### config.mk
export PLATFORM = sky130hd
export DESIGN_NAME = pipeline_step_ctrl
export DESIGN_NICKNAME = d
export VERILOG_FILES = /design/src/rtl/pipeline_step_ctrl.sv
export SDC_FILE = /design/constraint.sdc
export NUM_CORES = 1
export LEC_CHECK = 0
export ABC_AREA = 1
export CAP_MARGIN = 20
export CORE_UTILIZATION = 47
export DETAILED_ROUTE_END_ITERATION = 6
export PLACE_DENSITY = 0.76
export SLEW_MARGIN = 20
export SYNTH_ARGS = -nofsm -noshare
export SYNTH_HDL_FRONTEND = slang
export SYNTH_SLANG_ARGS = --single-unit
### constraint.sdc
create_clock -name i_clk -period 1.8 [get_ports i_clk]
set_clock_uncertainty 0.2 [all_clocks]
set_input_delay 0.27 -clock i_clk [delete_from_list [all_inputs] [get_ports i_clk]]
set_output_delay 0.27 -clock i_clk [all_outputs]
set_load 0.02 [all_outputs]
### src/rtl/pipeline_step_ctrl.sv
// pipeline_step_ctrl
// Debug-path execution controller for the MIPS pipeline. Converts RUN, STEP
// and ABORT commands into the registered o_step enable for the PC and the
// pipeline registers, and drains in-flight instructions after a HALT fetch
// while holding the PC.
// Optional feature macro: PIPELINE_STEP_CTRL_TIMEOUT_EN (RUN-cycle watchdog).
// Without it, o_timeout is tied low and no watchdog logic is built.
module pipeline_step_ctrl #(
   parameter int unsigned DRAIN_CYCLES = 4,
   parameter int unsigned SIZE_CNT     = 32,
   parameter int unsigned MAX_CYCLES   = 2**20
) (
   input  logic                i_clk,
   input  logic                i_reset,
   input  logic                i_cmd_valid,
   input  logic [1:0]          i_cmd,
   output logic                o_cmd_ready,
   input  logic                i_halt_detected,
   output logic                o_step,
   output logic                o_pc_hold,
   output logic                o_done,
   output logic                o_timeout,
   output logic [2:0]          o_state,
   output logic [SIZE_CNT-1:0] o_cycle_count
);

   typedef enum logic [2:0] {
      ST_IDLE  = 3'd0,
      ST_RUN   = 3'd1,
      ST_STEP  = 3'd2,
      ST_DRAIN = 3'd3,
      ST_DONE  = 3'd4
   } state_t;

   // Drain down-counter is loaded with DRAIN_CYCLES-1 and exits at zero.
   localparam int unsigned   DW         = (DRAIN_CYCLES > 32'd1) ? $clog2(DRAIN_CYCLES) : 1;
   localparam logic [DW-1:0] DRAIN_LOAD = (DRAIN_CYCLES > 32'd0) ? DW'(DRAIN_CYCLES - 32'd1)
                                                                 : {DW{1'b0}};

   state_t                state_q, state_d;
   logic [DW-1:0]         drain_q, drain_d;
   logic [SIZE_CNT-1:0]   cnt_q, cnt_d;
   logic                  step_q, pc_hold_q, done_q, ready_q;
   logic                  cnt_clr_s;
   logic                  abort_s, run_cmd_s, step_cmd_s;
   logic                  wd_hit_s;

   // ABORT bypasses the ready handshake; RUN/STEP need o_cmd_ready (IDLE only).
   assign abort_s    = i_cmd_valid & (i_cmd == 2'b11);
   assign run_cmd_s  = i_cmd_valid & ready_q & (i_cmd == 2'b01);
   assign step_cmd_s = i_cmd_valid & ready_q & (i_cmd == 2'b10);

`ifdef PIPELINE_STEP_CTRL_TIMEOUT_EN
   localparam int unsigned   WW      = (MAX_CYCLES > 32'd1) ? $clog2(MAX_CYCLES) : 1;
   localparam logic [WW-1:0] WD_LAST = WW'(MAX_CYCLES - 32'd1);

   logic [WW-1:0] wd_q, wd_d;
   logic          timeout_q, timeout_d;

   // The watchdog fires on the MAX_CYCLES-th consecutive RUN cycle.
   assign wd_hit_s = (state_q == ST_RUN) && (wd_q == WD_LAST);

   // Watchdog and timeout-flag next state; HALT and ABORT take priority.
   always_comb begin
      wd_d      = {WW{1'b0}};
      timeout_d = timeout_q;
      if (abort_s) begin
         timeout_d = 1'b0;
      end else if (wd_hit_s && !i_halt_detected) begin
         timeout_d = 1'b1;
      end else begin
         timeout_d = timeout_q;
      end
      if (state_q == ST_RUN && state_d == ST_RUN) begin
         wd_d = wd_q + WW'(32'd1);
      end else begin
         wd_d = {WW{1'b0}};
      end
   end

   // Watchdog registers.
   always_ff @(posedge i_clk) begin
      if (i_reset) begin
         wd_q      <= {WW{1'b0}};
         timeout_q <= 1'b0;
      end else begin
         wd_q      <= wd_d;
         timeout_q <= timeout_d;
      end
   end

   assign o_timeout = timeout_q;
`else
   logic unused_max_s;
   assign unused_max_s = (MAX_CYCLES == 32'd0);
   assign wd_hit_s     = 1'b0;
   assign o_timeout    = 1'b0;
`endif

   // Next-state logic: ABORT first, then per-state command/HALT handling.
   always_comb begin
      state_d   = state_q;
      drain_d   = drain_q;
      cnt_clr_s = 1'b0;
      if (abort_s) begin
         state_d = ST_IDLE;
         drain_d = {DW{1'b0}};
      end else begin
         case (state_q)
            ST_IDLE: begin
               if (run_cmd_s) begin
                  state_d   = ST_RUN;
                  cnt_clr_s = 1'b1;
               end else if (step_cmd_s) begin
                  state_d = ST_STEP;
               end else begin
                  state_d = ST_IDLE;
               end
            end
            ST_RUN, ST_STEP: begin
               if (i_halt_detected) begin
                  if (DRAIN_CYCLES == 32'd0) begin
                     state_d = ST_DONE;
                  end else begin
                     state_d = ST_DRAIN;
                     drain_d = DRAIN_LOAD;
                  end
               end else if (state_q == ST_STEP) begin
                  state_d = ST_IDLE;
               end else if (wd_hit_s) begin
                  state_d = ST_DONE;
               end else begin
                  state_d = ST_RUN;
               end
            end
            ST_DRAIN: begin
               if (drain_q == {DW{1'b0}}) begin
                  state_d = ST_DONE;
               end else begin
                  drain_d = drain_q - DW'(32'd1);
               end
            end
            ST_DONE: begin
               state_d = ST_DONE;
            end
            default: begin
               state_d = ST_IDLE;
               drain_d = {DW{1'b0}};
            end
         endcase
      end
   end

   // Executed-cycle counter: cleared on RUN acceptance, saturates at all-ones.
   always_comb begin
      cnt_d = cnt_q;
      if (cnt_clr_s) begin
         cnt_d = {SIZE_CNT{1'b0}};
      end else if (step_q && (cnt_q != {SIZE_CNT{1'b1}})) begin
         cnt_d = cnt_q + SIZE_CNT'(32'd1);
      end else begin
         cnt_d = cnt_q;
      end
   end

   // State, counters and registered outputs decoded from the next state.
   always_ff @(posedge i_clk) begin
      if (i_reset) begin
         state_q   <= ST_IDLE;
         drain_q   <= {DW{1'b0}};
         cnt_q     <= {SIZE_CNT{1'b0}};
         step_q    <= 1'b0;
         pc_hold_q <= 1'b0;
         done_q    <= 1'b0;
         ready_q   <= 1'b1;
      end else begin
         state_q   <= state_d;
         drain_q   <= drain_d;
         cnt_q     <= cnt_d;
         step_q    <= (state_d == ST_RUN) || (state_d == ST_STEP) || (state_d == ST_DRAIN);
         pc_hold_q <= (state_d == ST_DRAIN);
         done_q    <= (state_d == ST_DONE);
         ready_q   <= (state_d == ST_IDLE);
      end
   end

   assign o_step        = step_q;
   assign o_pc_hold     = pc_hold_q;
   assign o_done        = done_q;
   assign o_cmd_ready   = ready_q;
   assign o_state       = state_q;
   assign o_cycle_count = cnt_q;

endmodule

# [Word level (Yosys, flattened, before mapping)]
# Cells that the tools add are included.
[word_totals] elab_cells=52 output_inout_bits=40 in_bits=6 ff_bits=41
[op_classes] n_eq_ne=14 muxes=13 addsub=2 reduce_logical=11 n_bitwise=5
[op_table] cell="32-bit by 1-bit adder with 32-bit output (second input constant)" n=1
[op_table] cell="32-bit inequality test (second input constant)" n=1
[op_table] cell="3-bit by 2-bit == test with 1-bit output (second input constant)" n=4
[op_table] cell="3-bit case mux with 4 select lines" n=1
[op_table] cell="2-bit two-way mux" n=5
[op_table] cell="2-bit OR reduction" n=4
[op_table] cell="3-bit by 1-bit == test with 1-bit output (second input constant)" n=2
[op_table] cell="3-bit == test (second input constant)" n=2
[op_table] cell="3-bit zero test" n=2
[op_table] cell="3-bit two-way mux" n=2
[op_table] cell="2-bit case mux with 3 select lines" n=1
[op_table] cell="1-bit bitwise AND" n=4
[op_table] cell="2-bit == test (second input constant)" n=2
[op_table] cell="1-bit two-way mux" n=4
[op_table] cell="2-bit inequality test (second input constant)" n=2
[op_table] cell="3-bit AND reduction" n=1
[op_table] cell="2-bit by 1-bit == test with 1-bit output (second input constant)" n=1
[op_table] cell="2-bit zero test" n=1
[op_table] cell="1-bit logical OR" n=2
[op_table] cell="2-bit by 1-bit subtractor with 2-bit output (second input constant)" n=1
[op_table] cell="1-bit logical AND" n=1
[op_table] cell="1-bit NOT" n=1

# [Longest topological paths before layout]
# Gate-level depths: netlist of the first run.
[logic_depth] ltp_word=9 mapped_depth=11 depth_no_buf=10

# [Least setup slack after synthesis of the first run]
# OpenSTA, ideal clock, no wires.
[synth_path] kind="reg-to-reg" startpoint="reg cnt_q[1], in the netlist o_cycle_count[1]" endpoint="reg cnt_q[6], in the netlist o_cycle_count[6]" stages_incl_launch_ff=12 required_time_ns=1.468 arrival_ns=1.688 setup_time_ns=0.132 path_buffers=1 period_less_slack_ns=2.020 path_slack_ns=-0.220 path_cell_list="dfxtp_1 -> ha_1 -> inv_1 -> nor2_4 -> nand2_4 -> nor2_4 -> nand2_4 -> nand2_8 -> inv_4 -> buf_6 -> nand2_1 -> a21oi_2"
[synth_via] elab_chain_cells=2 elab_cells_between_ends=3 cone_classes="1 x add/sub; 1 x eq/ne; 1 x reduce/logical"
[synth_lines] element="start, declared" line="42" text="logic [SIZE_CNT-1:0] cnt_q, cnt_d;"
[synth_lines] element="start signal, assigned" line="171" text="cnt_q <= {SIZE_CNT{1'b0}};"
[synth_lines] element="start signal, assigned" line="179" text="cnt_q <= cnt_d;"
[synth_lines] element="branches (longest 2 deep; another with 32-bit by 1-bit adder with 32-bit output)"
# Parallel ways; which one is timed is not known.
# A chain may end at the register's enable or synchronous reset.

# [Worst setup path in the final report of the first run]
[layout_path] startpoint="reg cnt_q[0], in the netlist o_cycle_count[0]" endpoint="reg cnt_q[0], in the netlist o_cycle_count[0]"
# Same word-level chain as after synthesis.

==> flow_summary.json, run 1 <==
{
  "outcome": "finished with violations",
  "failed_checks": "setup timing",
  "synth-seq-area-share_pct": 32.6,
  "power.density_cell_area_nw_per_um2": 520,
  "worstSetupEndpointType": "flop",
  "num_io_pins": 46,
  "timing.critical_path.arrival_ps": 1850,
  "tritoncts_buffers": 5,
  "timing.critical_path.fanout_max": 7,
  "setup_tns_ps": -59.2,
  "numPlacedInstances": 544,
  "synth.cell_area_um2": 2520,
  "fillerInstances": 476,
  "rows": 26,
  "seq_cells_post_synth": 41,
  "final.min_clock_period_ps": 1820,
  "path_class": "reg -> reg",
  "multi_input_area_um2": 1560,
  "clock-root-buffer": "sky130_fd_sc_hd__clkbuf_8",
  "cts.sink_count": 41,
  "holdBufCountCts": 0,
  "clock_tree.htree_level_count": 2,
  "core_region_area_um2": 5140,
  "cts_tree": "done",
  "synth_xor_area_share_pct": 4.87,
  "final_common_cell": "sky130_fd_sc_hd__nand2_1",
  "ctsLongestPathBuffers": 2,
  "final-max-slew-violation-count": 0,
  "first_pass_grt_wire_length_mm": 10.7,
  "number_of_global_route_vias_before_repair": 2437,
  "die_width_um": 75.2,
  "setup_slack_ps": -18.4,
  "leading_cell_types_in_the_layout_fill_and_taps_excluded": "sky130_fd_sc_hd__nand2_1 (146), sky130_fd_sc_hd__nor2_1 (60), sky130_fd_sc_hd__inv_1 (37), sky130_fd_sc_hd__buf_4 (31), sky130_fd_sc_hd__dfxtp_1 (29)",
  "met1_global_route_usage_pct": 32.3,
  "grt.busiest_layer": "met2",
  "fp.dieArea_um2": 5660,
  "detailed_router_s_first_iteration_violation_count": 125,
  "leakage_nw": 1.50,
  "layout-drive-gt1-share_pct": 20.7,
  "antenna_found_initial": 0,
  "syn-num-nets": 415,
  "fraction_of_the_mapped_netlist_area_in_compound_gates_pct": 8.40,
  "route.detailed.drc": 0,
  "final_global_route_overflow_total": 0,
  "worst_skew_pair.late_latency_ps": 290,
  "synth.avg_cell_area_um2": 6.19,
  "synthSimpleGateAreaFrac_pct": 44.2,
  "hpwlAfterDp_mm": 5.04,
  "max_freq_ghz": 0.550,
  "gr-usage-all-layers_pct": 25.1,
  "final-seq-area_um2": 841,
  "routed_wirelength_mm": 6.98,
  "antenna_left": 0,
  "antenna_cells": 0,
  "final.period_utilization_pct": 101,
  "maxCapViolations": 0,
  "synth.yosys.warnings": 0,
  "ir_worst_vdd_v": 0.000373,
  "grt_start_max_net_pins": 27,
  "netlist_instances": 407,
  "fin_total_pwr_mw": 1.83,
  "layout-area-overhead-vs-synth_pct": 39.6,
  "io_buffer_count": 44,
  "post_drt_wl_per_cell_um": 12.5,
  "worst_setup_hold_path_clk_slew_ps": 80,
  "number_of_distinct_library_cells_after_synthesis": 28,
  "hold_viol": 0,
  "gr-usage-met3_pct": 4.15,
  "initial_utilization_pct": 49.0,
  "yosys-mux-area-fraction_pct": 0,
  "drt-vias-per-instance": 5.14,
  "worst_ep_required_time_ps": 1830,
  "drt_pass1_iterations": 5,
  "dr_total_vias": 2867,
  "place.gp.congestion": 0.913,
  "synth_top_family_by_area": "simple AND/OR/NAND/NOR gates",
  "final-instance-count-excl-fill": 558,
  "worstSetupStartpointType": "flop",
  "nNetsFinal": 495,
  "setup_viol": 8,
  "global_route.usage.met2_pct": 42.6,
  "fp.dieH_um": 75.2,
  "unrepaired_setup_endpoints_after_global_routing": "yes",
  "hp-class": "reg -> reg",
  "synthAdderAreaFrac_pct": 0.994
}
-- per-layer routing --
metal  part of all wire, %  vias up
li1                      -     1422
met3                   5.2       12
met1                    44     1343
met5                     0        -
met2                    49       90
met4                   1.7        0
-- where the power goes --
part	switching (mW)	internal [mW]
Sequential	0.0160	0.923
Combinational	0.172	0.120
Clock	0.329	0.268
Total	0.517	1.31
-- state kept, by name, summed over array words and instances (netlist names) --
register / flops
o_step: 1
o_done: 1
o_cycle_count: 32
drain_q: 2
o_pc_hold: 1
o_cmd_ready: 1
o_state: 3
-- synthesized netlist by cell type --
cell type	n	area share (%)
sky130_fd_sc_hd__a21oi_1	21	4.2
sky130_fd_sc_hd__buf_4	1	0.30
sky130_fd_sc_hd__xor2_1	8	2.8
sky130_fd_sc_hd__and3_1	1	0.25
sky130_fd_sc_hd__inv_4	1	0.25
sky130_fd_sc_hd__buf_2	2	0.40
sky130_fd_sc_hd__nand2_4	2	0.89
sky130_fd_sc_hd__nand4_1	6	1.5
sky130_fd_sc_hd__ha_1	2	0.99
sky130_fd_sc_hd__nor2_4	3	1.3
sky130_fd_sc_hd__xnor2_1	6	2.1
sky130_fd_sc_hd__o21ai_0	9	1.8
sky130_fd_sc_hd__nand3b_1	1	0.30
sky130_fd_sc_hd__nor2_1	64	9.5
sky130_fd_sc_hd__nand2_1	157	23
sky130_fd_sc_hd__or2_2	1	0.25
sky130_fd_sc_hd__clkbuf_1	1	0.15
sky130_fd_sc_hd__dfxtp_1	41	33
sky130_fd_sc_hd__buf_8	2	1.2
sky130_fd_sc_hd__nand3_1	22	4.4
sky130_fd_sc_hd__nand2_2	1	0.25
sky130_fd_sc_hd__buf_6	2	0.89
sky130_fd_sc_hd__nor3_1	4	0.79
sky130_fd_sc_hd__a21oi_2	7	2.4
sky130_fd_sc_hd__nand2_8	1	0.79
sky130_fd_sc_hd__nor2_2	2	0.50
sky130_fd_sc_hd__conb_1	1	0.15
sky130_fd_sc_hd__inv_1	38	5.7
-- final cells by class --
cell class | count | share of cell area, %
sequential | 41 | 23.9
multi-input combinational | 319 | 44.3
timing repair buffer | 81 | 22.4
inverter | 39 | 4.38
clock inverter | 3 | 0.498
clock buffer | 5 | 1.96
tap | 70 | 2.49
-- per-stage QoR --
| stage | worst slack, ps | cell area [um2] | hold slack [ps] | util, % |
|---|---|---|---|---|
| 2_1_floorplan | 3.41 | 2550 | 139 | - |
| 4_1_cts | 3.63 | 3340 | 299 | 65.1 |
| 3_5_place_dp | -16.3 | 3280 | 283 | 63.7 |
| 5_1_grt | -97.2 | 3520 | 305 | 68.4 |
| 6_report | -18.4 | 3520 | 291 | 68.4 |
| 3_3_place_gp | 15.5 | 3280 | 274 | 63.7 |
-- cells by family (layout without fill, tap and decap cells) --
kind of cell    after synthesis  in the layout
buf+inv                      47            128
flops                        41             41
xor+xnor                     14             14
simple gates                265            265
compound gates               37             37
other cells                   1              1
fa+ha+maj                     2              2
-- final timing paths --
path,from,to,slack [ps],cells past startpoint
max reg2reg,o_cycle_count[0],o_cycle_count[0],-20,10
min reg2reg,o_cycle_count[4],o_cycle_count[4],290,2
max,o_cycle_count[0],o_cycle_count[0],-20,10
min,o_cycle_count[4],o_cycle_count[4],290,2
-- worst max-delay path, cell delays in order, from the launching register on --
cell and delay, ps:
sky130_fd_sc_hd__dfxtp_4 390, sky130_fd_sc_hd__ha_4 160, sky130_fd_sc_hd__inv_4 40, sky130_fd_sc_hd__nor2_4 150
sky130_fd_sc_hd__nand2_4 80, sky130_fd_sc_hd__nor2_4 150, sky130_fd_sc_hd__nand2_4 100, sky130_fd_sc_hd__nand2_8 140
sky130_fd_sc_hd__clkbuf_16 170, sky130_fd_sc_hd__o21ai_0 80, sky130_fd_sc_hd__nor2_1 80
-- timing repair --
item | CTS | global route
cloned | 0 | 2
endpoints found under the setup margin | 23 | 37
pin swaps | 0 | 26
gates resized for setup | 20 | 33
buffers inserted | 1 | 3
(Power assumes the default switching activity.)
==> run 2, diff against run 1 <==
HOLD_SLACK_MARGIN = 0.06   (was not set)
==> results of run 2 <==
No change in the layout: final DEF, timing and power equal those of run 1.
==> run 3, diff against run 2 <==
CORE_UTILIZATION = 55   (was 47)
DONT_BUFFER_PORTS = 1   (was not set)
PLACE_DENSITY = 0.73   (was 0.76)
RECOVER_POWER = 100   (was not set)
==> run 3 against run 2 <==
Effect of this change: the flow now finishes without violations; core utilization grew 3.6 points; register-to-register slack better by 50 ps; largest cell class unchanged; sequential cell count unchanged; cell count decreased by 6.8%; critical endpoint is now o_cycle_count[4]; sequential power rose by 0.7%.
==> flow_summary.json, run 3 (synthesis results as in run 1) <==
{
  "switching_share_pct": 26.5,
  "hp-class": "in -> reg",
  "detailed_router_s_first_iteration_violation_count": 106,
  "worst_ep_required_time_ps": 1830,
  "routed_wirelength_mm": 6.61,
  "fillerInstances": 378,
  "rows": 24,
  "route.detailed.drc": 0,
  "multi_input_area_um2": 1520,
  "hold_viol": 0,
  "worstSetupEndpointType": "flop",
  "fp.dieArea_um2": 4850,
  "place.gp.congestion": 0.883,
  "route.top_layer_used": "met4",
  "gr-usage-all-layers_pct": 27.8,
  "leakage_nw": 1.26,
  "die_width_um": 69.7,
  "antenna_found_initial": 0,
  "timing.critical_path.fanout_max": 8,
  "clock_tree.htree_level_count": 2,
  "final-max-slew-violation-count": 0,
  "ir_worst_vdd_v": 0.000418,
  "worstSetupStartpointType": "flop",
  "combPwrFrac_pct": 12.6,
  "final.period_utilization_pct": 98.5,
  "max_freq_ghz": 0.564,
  "final.min_clock_period_ps": 1770,
  "r2r_cells": 10,
  "final-seq-area_um2": 841,
  "clock-root-buffer": "sky130_fd_sc_hd__clkbuf_8",
  "outcome": "finished, final reports clean",
  "pwr-share-seq_pct": 51.3,
  "initial_utilization_pct": 57.4,
  "first_pass_grt_wire_length_mm": 10.9,
  "clk_pwr_share_pct": 36.1,
  "dr_total_vias": 2722,
  "routedLengthMet1_mm": 2.81,
  "drt-vias-per-instance": 5.23,
  "unrepaired_setup_endpoints_after_global_routing": "yes",
  "nNetsFinal": 475,
  "timing.critical_path.arrival_ps": 1800,
  "met2_length_mm": 3.21,
  "fp.dieH_um": 69.7,
  "net_switching_component_of_the_power_uw": 488,
  "antenna_left": 0,
  "met3WireLength_um": 431,
  "setup_viol": 0,
  "leading_cell_types_in_the_layout_fill_and_taps_excluded": "sky130_fd_sc_hd__nand2_1 (155), sky130_fd_sc_hd__nor2_1 (57), sky130_fd_sc_hd__buf_4 (49), sky130_fd_sc_hd__inv_1 (37), sky130_fd_sc_hd__dfxtp_1 (29)",
  "path_class": "reg -> reg",
  "layout-area-overhead-vs-synth_pct": 25.3,
  "cts.sink_count": 41,
  "number_of_global_route_vias_before_repair": 2529,
  "final_global_route_overflow_total": 0,
  "worst_setup_hold_path_clk_slew_ps": 80,
  "layout-drive-gt1-share_pct": 22.0,
  "drt_pass1_iterations": 4,
  "fin_worst_hold_slack_ps": 94.7,
  "worst_skew_pair.late_latency_ps": 300,
  "maxCapViolations": 0,
  "hold_path_depth": 4,
  "power.density_cell_area_nw_per_um2": 585,
  "antenna_cells": 0,
  "num_io_pins": 46,
  "io_buffer_count": 0,
  "fin_total_pwr_mw": 1.85,
  "internal_power_mw": 1.36,
  "tritoncts_buffers": 5,
  "post_drt_wl_per_cell_um": 12.7,
  "hpwlAfterDp_mm": 4.90,
  "grt_start_max_net_pins": 27,
  "final_common_cell": "sky130_fd_sc_hd__nand2_1",
  "core_region_area_um2": 4380,
  "largest_register_ffs": 32,
  "cts_tree": "done",
  "ctsLongestPathBuffers": 2
}
[run 3: changes by cell type in the layout (fill, tap and decap cells not counted), moves of 4 or more]
cell and change:
sky130_fd_sc_hd__a21oi_1 +7, sky130_fd_sc_hd__a21oi_2 -7, sky130_fd_sc_hd__clkdlybuf4s50_1 -20, sky130_fd_sc_hd__buf_4 +18, sky130_fd_sc_hd__clkbuf_1 +7, sky130_fd_sc_hd__nand2_1 +9
sky130_fd_sc_hd__dlymetal6s2s_1 -4, sky130_fd_sc_hd__dlygate4sd2_1 -20, sky130_fd_sc_hd__nand2_2 -9
[run 3: what timing repair did]
action                     in CTS  in global routing
buffers inserted                0                  7
hold buffers                    2                  0
hold endpoints to repair        8                  0
gates resized for setup         0                 15
setup endpoints to repair       0                 30
[run 3: critical path, cell delays in order (launching register included)]
cell                        delay, ps
sky130_fd_sc_hd__dfxtp_4          380
sky130_fd_sc_hd__ha_4             150
sky130_fd_sc_hd__inv_2             50
sky130_fd_sc_hd__nor2_4           140
sky130_fd_sc_hd__nand2_4           80
sky130_fd_sc_hd__nor2_4           150
sky130_fd_sc_hd__nand2_4           90
sky130_fd_sc_hd__nand2_8          120
sky130_fd_sc_hd__clkbuf_16        170
sky130_fd_sc_hd__nand2_1           50
sky130_fd_sc_hd__a21oi_1          120
[run 3: final timing paths]
kind | from | endpoint | slack, ps
setup / recovery | o_cycle_count[1] | o_cycle_count[4] | 30
setup reg to reg | o_cycle_count[1] | o_cycle_count[4] | 30
hold reg to reg | drain_q[1] | drain_q[1] | 300
hold / removal | i_halt_detected | o_state[1] | 90
[run 3: layer usage]
| metal | global-route usage (%) | vias to the layer above |
|---|---|---|
| li1 | - | 1393 |
| met1 | 33.6 | 1239 |
| met2 | 46.8 | 72 |
| met3 | 6.83 | 18 |
| met4 | 11.8 | 0 |
| met5 | 0 | - |
[run 3: area by class of cell]
class	count	area share [%]
repair buffers	61	15.2
inverters	39	4.80
well taps	52	2.06
clock buffers	7	3.05
flip-flops and latches	41	26.6
multi-input cells	319	48.1
clock inverters	1	0.159
[run 3: stage by stage]
step                      utilization (%)  cells  worst slack [ps]  setup TNS [ps]  instance area [um2]
after floorplan                         -    407              3.41               0                 2550
after CTS                            70.1    512              8.65               0                 3070
final                                72.0    520              27.5               0                 3160
after global placement               67.3    502              44.3               0                 2950
after detailed placement             67.3    502              30.1               0                 2950
after global routing                 72.0    520             -54.9            -907                 3160
[run 3: power groups by stage]
stage	logic [mW]	registers (mW)	clock network (mW)
final	0.233	0.946	0.666
after detailed placement	0.199	0.968	0
after global routing	0.257	0.949	0.712
after global placement	0.197	0.966	0
after CTS	0.204	0.946	0.679
after floorplan	0.153	0.973	0
